## src/rtl/circle_points_generator_if.sv

```systemverilog
// circle_points_generator_if: start/centre/radius request plus ready/valid point stream.
interface circle_points_generator_if #(
    parameter int WIDTH = 32,
    parameter int COUNT_WIDTH = 16
);
    logic _start;
    logic signed [WIDTH-1:0] cx;
    logic signed [WIDTH-1:0] cy;
    logic signed [WIDTH-1:0] radius;
    logic _ready;
    logic signed [WIDTH-1:0] _out0;
    logic signed [WIDTH-1:0] _out1;
    logic _valid;
    logic [COUNT_WIDTH-1:0] _count;
    logic _done;
    modport master (
        output _start, cx, cy, radius, _ready,
        input _out0, _out1, _valid, _count, _done
    );
    modport slave (
        input _start, cx, cy, radius, _ready,
        output _out0, _out1, _valid, _count, _done
    );
endinterface

```

## src/rtl/circle_points_generator.sv

```systemverilog
// circle_points_generator: midpoint-circle point streamer, 8 octant points per iteration.
module circle_points_generator #(
    parameter int WIDTH = 32,
    parameter int COUNT_WIDTH = 16
) (
    input logic _clock,
    input logic _reset,
    circle_points_generator_if.slave bus
);
    localparam int IW = WIDTH + 3;
    localparam logic signed [IW-1:0] ONE = IW'(1);
    typedef enum logic [1:0] {IDLE, EMIT, DONE} state_t;
    state_t state, state_n;
    logic signed [IW-1:0] x, y, d, x_n, y_n, d_n, y_inc, x_dec, d_lt, d_ge, r_ext;
    logic signed [WIDTH-1:0] cxr, cyr, cxr_n, cyr_n, xs, ys, dx, dy;
    logic [2:0] k, k_n;
    logic [COUNT_WIDTH-1:0] count, count_n;
    logic fire;
    assign r_ext = IW'(bus.radius);
    assign xs = x[WIDTH-1:0];
    assign ys = y[WIDTH-1:0];
    // Octant k selects which of +-x/+-y feeds each axis; sums wrap at WIDTH bits.
    assign dx = (k == 3'd0 || k == 3'd7) ? xs : (k == 3'd3 || k == 3'd4) ? -xs : (k == 3'd1 || k == 3'd6) ? ys : -ys;
    assign dy = (k == 3'd0 || k == 3'd3) ? ys : (k == 3'd4 || k == 3'd7) ? -ys : (k == 3'd1 || k == 3'd2) ? xs : -xs;
    assign bus._valid = state == EMIT;
    assign bus._done = state == DONE;
    assign bus._out0 = (state == EMIT) ? cxr + dx : '0;
    assign bus._out1 = (state == EMIT) ? cyr + dy : '0;
    assign bus._count = count;
    assign fire = bus._valid && bus._ready;
    assign y_inc = y + ONE;
    assign x_dec = x - ONE;
    assign d_lt = d + (y_inc <<< 1) + ONE;
    assign d_ge = d + ((y_inc - x_dec) <<< 1) + ONE;
    always_comb begin
        state_n = state;
        x_n = x;
        y_n = y;
        d_n = d;
        k_n = k;
        cxr_n = cxr;
        cyr_n = cyr;
        count_n = (fire && count != '1) ? count + COUNT_WIDTH'(1) : count;
        if (bus._start) begin
            cxr_n = bus.cx;
            cyr_n = bus.cy;
            x_n = r_ext;
            y_n = '0;
            d_n = ONE - r_ext;
            k_n = '0;
            count_n = '0;
            state_n = bus.radius[WIDTH-1] ? DONE : EMIT;
        end else if (fire) begin
            k_n = k + 3'd1;
            if (k == 3'd7) begin
                y_n = y_inc;
                x_n = d[IW-1] ? x : x_dec;
                d_n = d[IW-1] ? d_lt : d_ge;
                state_n = (y_inc > x_n) ? DONE : EMIT;
            end
        end
    end
    always_ff @(posedge _clock) begin
        if (_reset) begin
            state <= IDLE;
            x <= '0;
            y <= '0;
            d <= '0;
            k <= '0;
            cxr <= '0;
            cyr <= '0;
            count <= '0;
        end else begin
            state <= state_n;
            x <= x_n;
            y <= y_n;
            d <= d_n;
            k <= k_n;
            cxr <= cxr_n;
            cyr <= cyr_n;
            count <= count_n;
        end
    end
endmodule

```

## src/flat_wrapper.sv

```systemverilog
// flat-port wrapper written by rule: the top's interface ports become plain ports
module circle_points_generator_flat 
#(
    parameter int WIDTH = 32,
    parameter int COUNT_WIDTH = 16
)
  (_clock, _reset, bus__start, bus_cx, bus_cy, bus_radius, bus__ready, bus__out0, bus__out1, bus__valid, bus__count, bus__done);
  circle_points_generator_if #(.WIDTH(WIDTH), .COUNT_WIDTH(COUNT_WIDTH)) bus_i ();
  input logic _clock;
  input logic _reset;
  input wire logic [$bits(bus_i._start)-1:0] bus__start;
  input wire logic [$bits(bus_i.cx)-1:0] bus_cx;
  input wire logic [$bits(bus_i.cy)-1:0] bus_cy;
  input wire logic [$bits(bus_i.radius)-1:0] bus_radius;
  input wire logic [$bits(bus_i._ready)-1:0] bus__ready;
  output wire logic [$bits(bus_i._out0)-1:0] bus__out0;
  output wire logic [$bits(bus_i._out1)-1:0] bus__out1;
  output wire logic [$bits(bus_i._valid)-1:0] bus__valid;
  output wire logic [$bits(bus_i._count)-1:0] bus__count;
  output wire logic [$bits(bus_i._done)-1:0] bus__done;
  assign bus_i._start = bus__start;
  assign bus_i.cx = bus_cx;
  assign bus_i.cy = bus_cy;
  assign bus_i.radius = bus_radius;
  assign bus_i._ready = bus__ready;
  assign bus__out0 = bus_i._out0;
  assign bus__out1 = bus_i._out1;
  assign bus__valid = bus_i._valid;
  assign bus__count = bus_i._count;
  assign bus__done = bus_i._done;
  circle_points_generator #(.WIDTH(WIDTH), .COUNT_WIDTH(COUNT_WIDTH)) u_core (._clock(_clock), ._reset(_reset), .bus(bus_i));
endmodule
```

## config.mk

```make
export PLATFORM = sky130hd
export DESIGN_NAME = circle_points_generator_flat
export DESIGN_NICKNAME = d
export VERILOG_FILES = /design/src/rtl/circle_points_generator_if.sv /design/src/rtl/circle_points_generator.sv /design/src/flat_wrapper.sv
export SDC_FILE = /design/constraint.sdc
export NUM_CORES = 1
export LEC_CHECK = 0
export BUFFER_PORTS_ARGS = -buffer_cell sky130_fd_sc_hd__clkbuf_2
export CAP_MARGIN = 20
export CORE_MARGIN = 2
export CORE_UTILIZATION = 60
export DETAILED_ROUTE_END_ITERATION = 8
export PLACE_DENSITY = 0.8
export SETUP_SLACK_MARGIN = 0.3
export SYNTH_ARGS = -nofsm -noshare
export SYNTH_HDL_FRONTEND = slang
export SYNTH_SLANG_ARGS = --single-unit
```

## constraint.sdc

```tcl
create_clock -name _clock -period 12.3 [get_ports _clock]
set_clock_uncertainty 0.2 [all_clocks]
set_input_delay 2.46 -clock _clock [delete_from_list [all_inputs] [get_ports _clock]]
set_output_delay 2.46 -clock _clock [all_outputs]
set_load 0.01 [all_outputs]
```

==> results by group, run 1 <==
Power and ir drop
  – Worst vdd ir: ~0.11 mV
  – Leakage power: 10.7 nW
  – Pwr dens: 82.0 mW/mm^2

Setup path
  – Critical Path Sink Type: primary output
  – Critical path launch point type: flop
  – Worst path arrival time: 6.51 ns
  – Worst path required time: 9.64 ns
  – Worst Path Max Fanout: 8
  – Crit path kind: flop to primary output

Global route
  – Total gr overflow: 0
  – Largest net degree at the start of global routing: 78
  – Grt met2 use: 59.0%
  – Met3 Use GR: 6.01%
  – Initial antenna violation count: 0
  – GRT Total Usage: 36.8%
  – First-pass GRT wire length: 115000 um
  – Number of global-route vias before repair: between 20000 and 25000
  – Most Crowded Layer GR: met2
  – Routing usage on met1: 50.2%

Timing
  – Final Setup Violations: 0
  – Hold Violations, Final: 0
  – Final WS setup: 3.13 ns
  – Max Fclk: 109 MHz
  – Relative slew slack: 23.0%
  – Actual slew at the worst max-slew pin: 1.14 ns
  – Count of pins over their slew limit: 0
  – Final period utilization: roughly 75%
  – RSZ-0062 raised after global routing: no
  – Final min period: 9.17 ns
  – Setup TNS: 0 ns

Placed design
  – RePlAce Congestion: 0.991
  – DP Wirelength: 55300 um
  – Setup slack at placement: 3.76 ns
  – Port Buf Inserts: between 150 and 200
  – Cells after DPL: around 3600

Logic synthesis
  – Share of the synthesized area in the top cell type: 17.0%
  – Cell with the most instances after synthesis: nor2_1
  – Post-synthesis sequential area ratio: 17.0%
  – Mapped cell area: 0.0223 sq mm
  – Syn_nets: 3441
  – Synth unique cells: 85
  – Syn_area_per_cell: between 7 and 8 sq um
  – Number of synthesized flops with an enable pin: 0
  – Synth async-reset ratio: 0%
  – Post-synth top area cell: dfxtp_1
  – Commonest cells post-synth: nor2_1 (472), a21oi_1 (292), nand2_1 (255), xnor2_1 (221), ha_1 (212)
  – Ys flop type: dfxtp_1
  – Top cells by area, synth: dfxtp_1 (17%), ha_1 (12%), xnor2_1 (8.7%)
  – Yosys warns: 0
  – Synthesized netlist cell count: 3124
  – Post-synthesis register bit count: 190

Worst hold path
  – Worst min path class: flop to flop

Drt
  – Overall routed net length: 72700 um
  – Detailed Route Iter0 Violations: ~1900
  – Pre-antenna DRT Iters: 6
  – Vias: 23200
  – Post-route ant nets: 0
  – Drt wl/cell: 20.0 um
  – # DRC: 0
  – Drt via density: 6.38

Clocking
  – Worst-path clk slew: 0.08 ns
  – Depth of the CTS H-tree: 4
  – Worst-skew pair later-pin latency: 0.47 ns
  – Post_cts resized: 0
  – Root Buffer: clkbuf_16
  – Post-CTS setup buffers: 0
  – CTS sink count: 190
  – CTS Buf Count: 17
  – TritonCTS clock tree: yes
  – Hold-fix buffers, CTS: 0
  – CTS max path bufs: 2

Floorplan
  – Full die area: between 0.03 and 0.04 sq mm
  – Core footprint: 0.0366 sq mm
  – I/O pin count: around 180
  – Die X: 197 um
  – Row count: 70
  – Starting Density: 60.9%
  – Chip Height: 197 um

Final layout
  – Fin nets: 3473
  – Antenna Cells: 0
  – Layout cells sized above 1: 9.25%
  – Area delta synth->final: 7.02%
  – Post-Layout Cell Count: 3637

Outcome
  – Status: completed

Job
  – Max_cap viols: 0
==> layout make-up <==
class,instances,area (sq um)
clock buffer,22,484
clock inverter,10,123
fill,3299,12700
inverter,68,255
multi-input combinational,2675,17500
sequential,190,3810
tap,468,586
timing repair buffer,204,1100
==> stage by stage <==
| stage | cell area [sq um] | utilization, % | total power, W | hold WS (ns) |
|---|---|---|---|---|
| floorplan | 22300 | - | 0.00118 | 0.267 |
| global placement | 23200 | 63.5 | 0.00133 | 0.280 |
| detailed placement | 23200 | 63.5 | 0.00135 | 0.292 |
| CTS | 23900 | 65.2 | 0.00195 | 0.310 |
| global route | 23900 | 65.2 | 0.00205 | 0.340 |
| finish | 23900 | 65.2 | 0.00196 | 0.307 |
==> registers in the layout (all words and copies together) (netlist names) <==
name	cells
u_core.d	35
u_core.cyr	32
u_core.k	3
u_core.x	35
u_core.bus._count	16
u_core.y	35
u_core.cxr	32
u_core.state	2
==> kinds of logic (layout without fill, tap and decap cells) <==
family                   after synthesis  count (layout)  share of synthesized area, %
XOR/XNOR                             373             373                          14.6
buffers and inverters                259             304                          4.54
adder cells (fa/ha/maj)              217             217                          12.3
flip-flops                           190             190                          17.0
multiplexers                          80              80                          3.60
AO/OA/AOI/OAI                        845             845                          23.4
AND/OR/NAND/NOR                     1160            1160                          24.4
==> worst max-delay path, cell delays in order, from the launching register on <==
cell and delay [ns]:
dfxtp_1 0.37, inv_1 0.16, ha_1 0.32, nor3b_1 0.56, nand3_1 0.23, nor4_1 0.91, nor2_1 0.11, xor2_1 0.18
o21ai_0 0.15, a21oi_1 0.11, ha_1 0.24, a21o_1 0.20, a21o_1 0.17, a21o_1 0.19, a311o_1 0.33, and2_1 0.18
a311o_1 0.35, a311o_1 0.31, a2111oi_0 0.50, o21ai_0 0.15, a21oi_1 0.15, clkbuf_2 0.16
==> placed cells by master, fill, tap and decap left out, drive strengths merged, types with 9 or more instances in the layout <==
master,instances
nor3,83
ha,212
a21boi,11
a22oi,20
nor3b,9
o211ai,11
nor2b,38
nor2,473
nand4,42
a311oi,9
xor2,152
xnor2,221
a21o,95
buf,25
nor4,23
or3,44
a31oi,24
o31ai,15
or4,13
and3,20
o22ai,37
inv,71
a211oi,33
mux2i,78
dfxtp,190
o21a,18
o21ai,185
or2,16
clkbuf,201
nand3,69
and2,21
nand2,257
a21oi,292
nand2b,28
o21bai,17
==> metal layers <==
metal  part of all wire (%)  vias to the layer above
li1                       -                    11200
met4                    3.1                        0
met2                     44                     1111
met3                    9.9                      152
met1                     43                    10800
met5                      0                        -
==> power by group <==
| group | switching (W) | internal, W |
|---|---|---|
| logic | 0.000404 | 0.000269 |
| clock network | 0.000277 | 0.000324 |
| registers | 0.0000413 | 0.000642 |
==> final timing paths <==
check / start / end / slack, ns / cells past startpoint
setup / recovery: u_core.x[0] / bus__out1[30] / 3.13 / 21
hold / removal: u_core.cxr[15] / u_core.cxr[15] / 0.31 / 2
setup reg to reg: u_core.x[0] / u_core.d[33] / 4.14 / 24
hold reg to reg: u_core.cxr[15] / u_core.cxr[15] / 0.31 / 2
Note: power is estimated with default switching activity, not from simulation.
==> run 2, diff against run 1 <==
--- a/config.mk
+++ b/config.mk
@@ -5,12 +5,13 @@
 export SDC_FILE = /design/constraint.sdc
 export NUM_CORES = 1
 export LEC_CHECK = 0
+export ABC_AREA = 1
 export BUFFER_PORTS_ARGS = -buffer_cell sky130_fd_sc_hd__clkbuf_2
 export CAP_MARGIN = 20
 export CORE_MARGIN = 2
-export CORE_UTILIZATION = 60
+export CORE_UTILIZATION = 57
 export DETAILED_ROUTE_END_ITERATION = 8
-export PLACE_DENSITY = 0.8
+export PLACE_DENSITY = 0.79
 export SETUP_SLACK_MARGIN = 0.3
 export SYNTH_ARGS = -nofsm -noshare
 export SYNTH_HDL_FRONTEND = slang
==> constraint.sdc (replaced) <==
create_clock -name _clock -period 8.1 [get_ports _clock]
set_clock_uncertainty 0.2 [all_clocks]
set_input_delay 1.62 -clock _clock [delete_from_list [all_inputs] [get_ports _clock]]
set_output_delay 1.62 -clock _clock [all_outputs]
set_load 0.01 [all_outputs]
==> run 2 against run 1 <==
Against the previous run: hold slack worse by 0.021 ns; critical path type unchanged; die area grew 10%; first-iteration DRC count is 61% higher; power increased by 67%; clock power increased by 47%.
==> results by group, run 2 <==
Floorplan
  – I/O pin count: 182 (unchanged)
  – Die X: 206 um (+4.9%)
  – Chip Height: 206 um (+4.9%)
  – Full die area: 0.0426 sq mm (+10%)
  – Starting Density: 57.5% (-3.5 points)
  – Row count: 74 (+5.7%)
  – Core footprint: 0.0406 sq mm (+11%)

Setup path
  – Critical path launch point type: flop
  – Worst path cell trace: inv_1 > ha_1 > a21oi_2 > inv_2 > a21oi_1 > o21ai_0 > a22oi_1 > inv_1 > ha_1 > a21oi_1 > o21a_1 > o21ai_2 > a21boi_0 > o21ai_1 > a21oi_1 > nand3_1 > nand2_1 > nor2_1 > clkbuf_2
  – Critical Path Max Stage Delay: 0.58 ns (-0.33 ns)
  – Worst path required time: 6.28 ns (-3.36 ns)
  – CP max stage cell: a21oi_1
  – Critical Path Sink Type: primary output
  – Crit path kind: flop to primary output
  – Worst path depth: 19 (-9.5%)
  – Delay-heaviest family, CP: compound AO/OA/AOI/OAI gates
  – Worst Path Max Fanout: 28 (+20)
  – Reg2Reg Depth: 30 (+25%)
  – Worst path arrival time: 5.35 ns (-1.16 ns)
  – Worst path bufs/invs: 4 (+2)
  – CP Launch Point: u_core.k[2]
  – Crit path top cell by count: a21oi_1
  – Reg2reg start: u_core.y[9]

Placed design
  – RePlAce Congestion: 1.03 (+3.7%)
  – Placed cell area: 0.0245 sq mm (+5.5%)
  – Port Buf Inserts: 181 (unchanged)
  – DP Wirelength: 71900 um (+30%)

Logic synthesis
  – Mapped cell area: 0.0234 sq mm (+4.7%)
  – Number of synthesized flops with an enable pin: 0 (unchanged)
  – Synth Area in Compound Gates: 25.6% (+2.2 points)
  – Post-synthesis xor/xnor area fraction: 6.29% (-8.4 points)
  – Commonest cells post-synth: nand2_1 (752), nor2_1 (489), o21ai_0 (424), a21oi_1 (423), inv_1 (382)
  – Share of the synthesized area in the top cell type: 16.3% (-0.76 points)
  – Synth unique cells: 65 (-24%)
  – Top cells by area, synth: dfxtp_1 (16%), nand2_1 (12%), ha_1 (11%)
  – Synthesized netlist cell count: 3877 (+24%)
  – Simple-gate area share of the yosys netlist: 31.1% (+6.7 points)
  – Post-synthesis register bit count: 190 (unchanged)
  – Ys flop type: dfxtp_1
  – Post-synthesis adder-cell area fraction: 11.8% (-0.55 points)
  – Cell with the most instances after synthesis: nand2_1
  – Synth async-reset ratio: 0% (unchanged)
  – Mux cell area share after synthesis: 0.0429% (-3.6 points)
  – Post-synthesis sequential area ratio: 16.3% (-0.76 points)
  – Post-synth top area cell: dfxtp_1
  – Yosys warns: 0 (unchanged)
  – Syn_area_per_cell: 6.02 sq um (-16%)
  – Largest family of logic cells by synthesized area: simple AND/OR/NAND/NOR gates
  – Syn_nets: 4194 (+22%)

Global route
  – GRT Total Usage: 41.6% (+4.7 points)
  – First-pass GRT wire length: 137000 um (+20%)
  – Number of global-route vias before repair: 25500 (+17%)
  – Total gr overflow: 0 (unchanged)
  – Largest net degree at the start of global routing: 82 (+5.1%)
  – Initial antenna violation count: 0 (unchanged)

Final layout
  – Most frequent cells in the layout: nand2_1 (752), nor2_1 (488), o21ai_0 (423)
  – Layout cells sized above 1: 8.50% (-0.74 points)
  – Antenna Cells: 0 (unchanged)
  – Storage cell area: 0.00380 sq mm (about the same)
  – Area delta synth->final: 7.61%
  – Area of the multi-input gates: 0.0175 sq mm (-0.18%)
  – Commonest non-fill, non-tap cell in the layout: nand2_1
  – Top Registers: u_core.d x35, u_core.x x35, u_core.y x35
  – Fill cell count: 4122 (+25%)
  – Fin nets: 4280 (+23%)
  – Finished Cell Area: 0.0251 sq mm (+5.3%)

Drt
  – Overall routed net length: 90100 um (+24%)
  – Vias: 27600 (+19%)
  – Pre-antenna DRT Iters: 6 (unchanged)
  – Detailed Route Iter0 Violations: 3126 (+61%)
  – Post-route ant nets: 0 (unchanged)
  – # DRC: 0 (unchanged)
  – Drt via density: 6.13 (-4.0%)
  – Drt wl/cell: 20.0 um (about the same)

Timing
  – Relative slew slack: 37.0% (+14 points)
  – Final period utilization: about nine tenths
  – Final min period: 7.17 ns
  – Actual slew at the worst max-slew pin: 0.944 ns (-0.201 ns)
  – RSZ-0062 raised after global routing: no
  – Setup TNS: 0 ns (unchanged)
  – Hold Violations, Final: 0 (unchanged)
  – Count of pins over their slew limit: 0 (unchanged)
  – Max Fclk: roughly 140 MHz
  – Final Setup Violations: 0 (unchanged)

Worst hold path
  – Worst min path class: flop to flop
  – Hold Path Depth: 2 (unchanged)
  – Hold Crit Start: u_core.cxr[31]

Clocking
  – CTS sink count: 190 (unchanged)
  – CTS max path bufs: 2 (unchanged)
  – Root Buffer: clkbuf_16
  – CTS Buf Count: 17 (unchanged)
  – Worst-path clk slew: 0.08 ns (about the same)
  – Post_cts resized: 0 (unchanged)
  – Hold-fix buffers, CTS: 0 (unchanged)
  – Post-CTS setup buffers: 0 (unchanged)
  – TritonCTS clock tree: yes
  – Depth of the CTS H-tree: 4 (unchanged)
  – Worst-skew pair later-pin latency: 0.48 ns (about the same)

Outcome
  – Status: completed

Job
  – Max_cap viols: 0 (unchanged)

Power and ir drop
  – Leakage power: 11.9 nW (+12%)
  – Final Power: 0.00327 W (+67%)
  – Pwr dens: 130 mW/mm^2 (+59%)
  – Worst vdd ir: 0.173 mV (+64%)
[run 2: cell types whose count changed after synthesis, sizes merged, moves of 40 or more]
cell,delta
a21o,-76
a21oi,+131
clkbuf,-45
inv,+328
mux2i,-77
nand2,+510
nand3,+128
nor2,+40
o211ai,+46
o21ai,+270
or3,-43
xnor2,-186
[run 2: routing by layer]
layer / vias up / routed length [um] / GRT usage [%]
met2: 1437 / 40000 / 67.2
met5: - / 0 / 0
met4: 0 / 6310 / 26.8
li1: 13300 / - / -
met3: 293 / 7560 / 4.94
met1: 12600 / 36200 / 52.3
[run 2: worst paths after layout]
path / to / slack (ns)
max: bus__out0[31] / 0.93
min: u_core.cxr[31] / 0.29
max reg2reg: u_core.d[34] / 2.01
min reg2reg: u_core.cxr[31] / 0.29
[run 2: kinds of logic (layout without fill, tap and decap cells)]
family / after synthesis / in the layout
simple gates: 1674 / 1674
compound gates: 1092 / 1092
buf+inv: 537 / 636
fa+ha+maj: 217 / 217
flops: 190 / 190
xor+xnor: 166 / 166
mux: 1 / 1
[run 2: layout make-up]
type                            count  area share [%]
Timing Repair Buffer              204            4.38
Multi-Input combinational cell   3150            69.6
Sequential cell                   190            15.1
Inverter                          400            5.98
Tap cell                          532            2.65
Clock buffer                       22            1.85
Clock inverter                     10           0.418
[run 2: report_power, final]
group	internal, W	total, W	switching, W
Clock	0.000446	0.000885	0.000439
Combinational	0.000425	0.00135	0.000922
Sequential	0.000983	0.00104	0.0000528
Total	0.00185	0.00327	0.00141
[run 2: worst reg2reg max path: cells and delay by family, from the launching register on]
family,cells,cell delay [ns]
simple gates,19,3.07
fa+ha+maj,2,0.73
buf+inv,4,0.57
flops,1,0.49
xor+xnor,2,0.45
compound gates,3,0.44
[run 2: through the flow]
step	setup slack, ns	std cells	hold slack, ns	util [%]
floorplan	2.66	3877	0.245	-
global placement	1.69	4475	0.269	60.4
detailed placement	1.65	4475	0.268	60.4
CTS	1.11	4507	0.280	61.8
global route	0.660	4508	0.334	61.8
finish	0.930	4508	0.285	61.8
